===== config.mk =====
export PLATFORM = sky130hd
export DESIGN_NAME = mux_1b_8to1
export DESIGN_NICKNAME = d
export VERILOG_FILES = /design/src/rtl/mux_1b_8to1_pkg.sv /design/src/rtl/mux_1b_8to1_dec.sv /design/src/rtl/mux_1b_8to1.sv
export SDC_FILE = /design/constraint.sdc
export NUM_CORES = 1
export LEC_CHECK = 0
export ABC_AREA = 1
export CAP_MARGIN = 30
export CORE_AREA = 2 2 39 41
export DETAILED_ROUTE_END_ITERATION = 10
export DIE_AREA = 0 0 41 43
export GPL_TIMING_DRIVEN = 0
export PLACE_DENSITY_LB_ADDON = 0.12
export SLEW_MARGIN = 10
export SYNTH_ARGS = -nofsm -noshare
export SYNTH_HDL_FRONTEND = slang
export SYNTH_SLANG_ARGS = --single-unit

===== constraint.sdc =====
create_clock -name vclk -period 0.8
set_input_delay 0.16 -clock vclk [all_inputs]
set_output_delay 0.16 -clock vclk [all_outputs]
set_load 0.005 [all_outputs]

===== src/rtl/mux_1b_8to1_pkg.sv =====
// ============================================================================
// Module   : mux_1b_8to1_pkg
// Brief    : Shared constants and types for the 1-bit 8-to-1 selector.
// Revision : 1.0 - initial release
// ============================================================================
`default_nettype none

package mux_1b_8to1_pkg;

  localparam int N_IN  = 8;
  localparam int SEL_W = 3;

  typedef logic [SEL_W-1:0] sel_t;

endpackage : mux_1b_8to1_pkg

`default_nettype wire


===== src/rtl/mux_1b_8to1_dec.sv =====
// ============================================================================
// Module   : mux_1b_8to1_dec
// Brief    : 3-to-8 one-hot decoder; bit k is set when sel equals k.
// Revision : 1.0 - initial release
// ============================================================================
`default_nettype none

module mux_1b_8to1_dec
  import mux_1b_8to1_pkg::*;
(
  input  logic [SEL_W-1:0] sel,
  output logic [N_IN-1:0]  onehot
);

  // An X/Z on sel propagates to the compare result rather than being masked.
  for (genvar k = 0; k < N_IN; k++) begin : g_dec
    assign onehot[k] = (sel == sel_t'(k));
  end

endmodule : mux_1b_8to1_dec

`default_nettype wire


===== src/rtl/mux_1b_8to1.sv =====
// ============================================================================
// Module   : mux_1b_8to1
// Brief    : 1-bit 8-to-1 selector with one-hot select sideband; optional
//            registered output enabled by MUX_1B_8TO1_OUT_REG_EN.
// Revision : 1.0 - initial release
// ============================================================================
`default_nettype none

module mux_1b_8to1
  import mux_1b_8to1_pkg::*;
(
  input  logic             clk,
  input  logic             reset,
  input  logic             in0,
  input  logic             in1,
  input  logic             in2,
  input  logic             in3,
  input  logic             in4,
  input  logic             in5,
  input  logic             in6,
  input  logic             in7,
  input  logic [SEL_W-1:0] sel,
  output logic             out,
  output logic [N_IN-1:0]  sel_onehot,
  output logic             out_q
);

  logic [N_IN-1:0] w_in_vec;
  logic [N_IN-1:0] w_onehot;

  assign w_in_vec = {in7, in6, in5, in4, in3, in2, in1, in0};

  mux_1b_8to1_dec u_dec (
    .sel    (sel),
    .onehot (w_onehot)
  );

  // AND-OR select: only the decoded input can reach out.
  assign out        = |(w_onehot & w_in_vec);
  assign sel_onehot = w_onehot;

`ifdef MUX_1B_8TO1_OUT_REG_EN
  logic r_out_q;

  always_ff @(posedge clk or negedge reset) begin
    if (!reset) begin
      r_out_q <= 1'b0;
    end else begin
      r_out_q <= out;
    end
  end

  assign out_q = r_out_q;
`else
  logic w_unused_clk_reset;

  assign w_unused_clk_reset = clk ^ reset;
  assign out_q              = 1'b0;
`endif

endmodule : mux_1b_8to1

`default_nettype wire


======== Yosys cells after proc, flatten, opt, wreduce, memory -nomap -nowiden ========
Cells that the tools add are included.
storage, ports and cells
  memories kept ........................... 0
  logic and storage cells ................. 10
  input port bits ......................... 13
  RAM bits ................................ 0
  bits in read-only memories .............. 0
  bits in registers ....................... 0
  bits in latches ......................... 0
  output and inout bits ................... 10
operators by class
  add/sub/neg operators ................... 0
  div/mod/pow operators ................... 0
  reduce and logical (&&, ||, !) cells .... 2
  bitwise gates (word level) .............. 1
  equality and inequality tests ........... 7
  shift-type cells ........................ 0
  mux-type cells .......................... 0
  multiply operators ...................... 0
  order comparisons ....................... 0
operator list
  operator            number
  $eq 3x3->1 const B  4
  $and 8x8->8         1
  $reduce_or 8->1     1
  $eq 3x2->1 const B  2
  $eq 3x1->1 const B  1
  $logic_not 3->1     1

======== Longest topological paths before layout ========
  word-level depth ........................ 3
  mapped depth ............................ 6
  depth with buffers taken out ............ 5

======== Hierarchy ========
Synthesis repeated with hierarchy kept, for this count alone.
unflattened totals
  cells, all modules ...................... 32
  area, all modules ....................... 123.9 um^2
by module, submodules not included
  module           cells each  area an instance (um^2)  times used  sequential area each (um^2)
  mux_1b_8to1      17          67.6                     1           0.0
  mux_1b_8to1_dec  15          56.3                     1           0.0

======== Least setup slack after synthesis ========
OpenSTA, ideal clock, no wires.
  kind .................................... input to output
  start ................................... in sel[1]
  end ..................................... out out
  setup slack ............................. 39 ps
  cell stages on the path ................. 6
  required time ........................... 640 ps
  buffers on the path ..................... 1
  arrival time ............................ 601 ps
  path through ............................ buf_6 > nor2_2 > nand3_1 > nand2_1 > nor2_1 > nand2_1
between the ends
  word-level cells in the longest chain between the ends .. 3
  elaborated cells between the ends (all ways) .. 10
  classes of those cells .................. 7 x eq/ne; 1 x bitwise; 2 x reduce/logical
ends and longest elaborated chain
  what                                      line                   text
  from (decl)                               mux_1b_8to1.sv:22      input logic [SEL_W-1:0] sel,
  $eq 3x1->1, or another cell as far along  mux_1b_8to1_dec.sv:17  assign onehot[k] = (sel == sel_t'(k));
  $and 8x8->8 (*)                           mux_1b_8to1.sv:39      assign out = |(w_onehot & w_in_vec);
  $reduce_or 8->1 (*)                       mux_1b_8to1.sv:39
  to (decl)                                 mux_1b_8to1.sv:23      output logic out,
Mark *: on every way between the ends. The rest lies on a longest branch, timed or not.

======== Worst setup path in the final report ========
  start ................................... in in0
  end ..................................... out out
between the ends
  word-level cells in the longest chain between the ends .. 2
ends and longest elaborated chain
  what             line               text
  from (decl)      mux_1b_8to1.sv:14  input logic in0,
  $and 8x8->8      mux_1b_8to1.sv:39
  $reduce_or 8->1  mux_1b_8to1.sv:39
Every way passes these cells.

==> metrics.md <==
| Metric | Value |
|---|---|
| Violated checks | setup timing |
| Design Area, Final | between 400 and 500 µm² |
| Final TNS setup | -0.3871 ns |
| Sequential share of power | 0% |
| HP Class | in2out |
| Routed vias/inst | about 4.3 |
| PortBufs | 17 |
| Hold_ws | between 0.5 and 0.6 ns |
| Run status | finished with violations |
| Worst hold endpoint | sel_onehot[4] |
| FP Rows | 14 |
| Final worst slack | -0.08514 ns |
| Sequential cell area | 0 µm² |
| Syn Nets | 45 |
| Crit path DAT | between 0.7 and 0.8 ns |
| Max frequency | 1130 MHz |
| Area of the multi-input gates | about 160 µm² |
| Sequential cell count | 0 |
| Core ar. | between 1000 and 1500 µm² |
| First-pass GRT wire length | around 1100 µm |
| Final-stage net count | 70 |
| Area contributors post-synth | nor3_1 22%, nand4_1 21%, buf_6 19% |
| Most area-hungry cell type in the Yosys netlist | nor3_1 |
| Critical path type | in2out |
| Hold Fails Final Rpt | 0 |
| N_diodes | 0 |
| Slew Limit Fails | 0 |
| RSZ-0062 raised after global routing | true |
| Starting DRT DRC Count | 0 |
| Worst setup EP type | output port |
| Distinct cell type count after synthesis | 11 |
| Die width | between 40 and 50 µm |
| # clk buffers | 0 |
| Synthesized instance count | 32 |
| Largest net degree at the start of global routing | 10 |
| Crit-path max cell delay | ~0.19 ns |
| Fillcell total | 158 |
| Startpoint of the worst hold path | sel[1] |
| Psw | between 0.08 and 0.09 mW |
| Setup-failing EPs final | 9 |
| Initial antenna violation count | 0 |
| Internal Power | approximately 0.13 mW |
| Most frequent cell after synthesis | nor3_1 |
| Worst hold path depth | 3 |
| Synth top cells by count | 8 x nor3_1, 6 x nand4_1, 5 x nand2_1 |
| Max VDD drop | between 0.00015 and 0.0002 V |
| Area of the mapped netlist | 181.4 µm² |
| Clock power share | 0% |
| Crit path time final | between 0.8 and 0.9 ns |
| Worst path slowest cell | clkdlybuf4s15_1 |
| Power Density | 468.4 nW/µm² |
| IO Count | 23 |
| DRT Pass-1 Iters | 1 |
| Worst-path cell chain | clkdlybuf4s15_1 -> nand3_2 -> nand2_2 -> nor2_1 -> nand2_1 -> buf_2 |
| Placement Cell Area | 371.6 µm² |
| Residual DRC | 0 |
| Chip height | 43 µm |
| Vias in the first global route | 240 |
| Full die area | 1763 µm² |
| Yosys warns | 0 |
| Dpl hpwl | ~500 µm |
| Syn_area_per_cell | about 5.7 µm² |
| Routability cong. | about 0.67 |
| Comb pwr share | between 90% and 100% |
| Final period util | 110.6% |
| LEAKAGE | approximately 0.23 nW |
| Max Cap Viol | 0 |
| Routed WL | roughly 720 µm |
| Routed via count | between 300 and 400 |
| CP Launch Type | input pin |
| Sw frac | 40.30% |
| Dpl ws | -0.7450 ns |
| Final ANT Viol Nets | 0 |
| GR Util All Layers | around 8.6% |
| Grt total ovfl | 0 |
| Seq/Total Area, Yosys | 0% |
| Crit-path max FO | 1 |
| Yosys top cell area share | 22.07% |
| Initial core utilization | a little over an eighth |
| WL/cell | slightly above 10 µm |
| Layout cells sized above 1 | a little under two thirds |
| Critical Path RT | around 0.64 ns |
| Layout area overhead | 153.8% |
-- per-stage QoR --
step | total power [mW] | std cells | utilization (%)
detailed placement | 0.1768 | 65 | 26.85
finish | 0.2157 | 71 | 33.27
floorplan | 0.08145 | 32 | -
CTS | 0.1998 | 67 | 30.74
global route | 0.2346 | 71 | 33.27
global placement | 0.1773 | 65 | 26.85
-- critical path: cells and delay by family --
kind                   cells  cell delay (ns)
buffers and inverters      2             0.31
AND/OR/NAND/NOR            4             0.26
-- routing by layer --
layer,up-vias,global-route usage [%],wire [µm]
met1,134,13.61,307
met5,-,0,0
li1,161,-,-
met2,9,13.13,364
met3,0,0.5236,53
met4,0,0,0
-- repair_timing --
action,4_1_cts,5_1_grt
buffers inserted,0,4
pin swaps,16,14
endpoints found under the setup margin,9,1
hold buffers,0,0
resized for setup,67,13
cloned,2,0
endpoints found under the hold margin,0,0
-- layout make-up --
type               count  share of cell area [%]
well taps             16                   4.348
inverters              3                   7.880
repair buffers        23                   39.13
multi-input cells     25                   33.97
plain buffers          4                   14.67
-- worst max path at each step --
stage | startpoint | endpoint | slack, ns | cells past startpoint
floorplan | sel[1] | out | 0.04 | 6
global route | sel[1] | out | -0.15 | 7
global placement | in6 | out | -0.74 | 6
CTS | sel[0] | out | -0.08 | 7
finish | in0 | out | -0.09 | 6
detailed placement | in6 | out | -0.74 | 6
-- cells by family after synthesis --
| group | count (synthesis) | synth area share (%) |
|---|---|---|
| buf+inv | 7 | 31.72 |
| simple gates | 24 | 66.22 |
| other cells | 1 | 2.067 |
-- power groups by stage --
stage	registers, mW	logic, mW	clock network, mW
global placement	0	0.177	0
detailed placement	0	0.177	0
floorplan	0	0.0815	0
global route	0	0.235	0
CTS	0	0.200	0
finish	0	0.216	0
-- layout by cell type, fill, tap and decap left out, drive strengths merged --
master	n
buf	20
clkbuf	5
clkdlybuf4s15	2
clkinv	1
conb	1
inv	2
nand2	5
nand3	2
nand4	6
nor2	3
nor3	8
No activity file was read; power rests on OpenSTA's default activity.
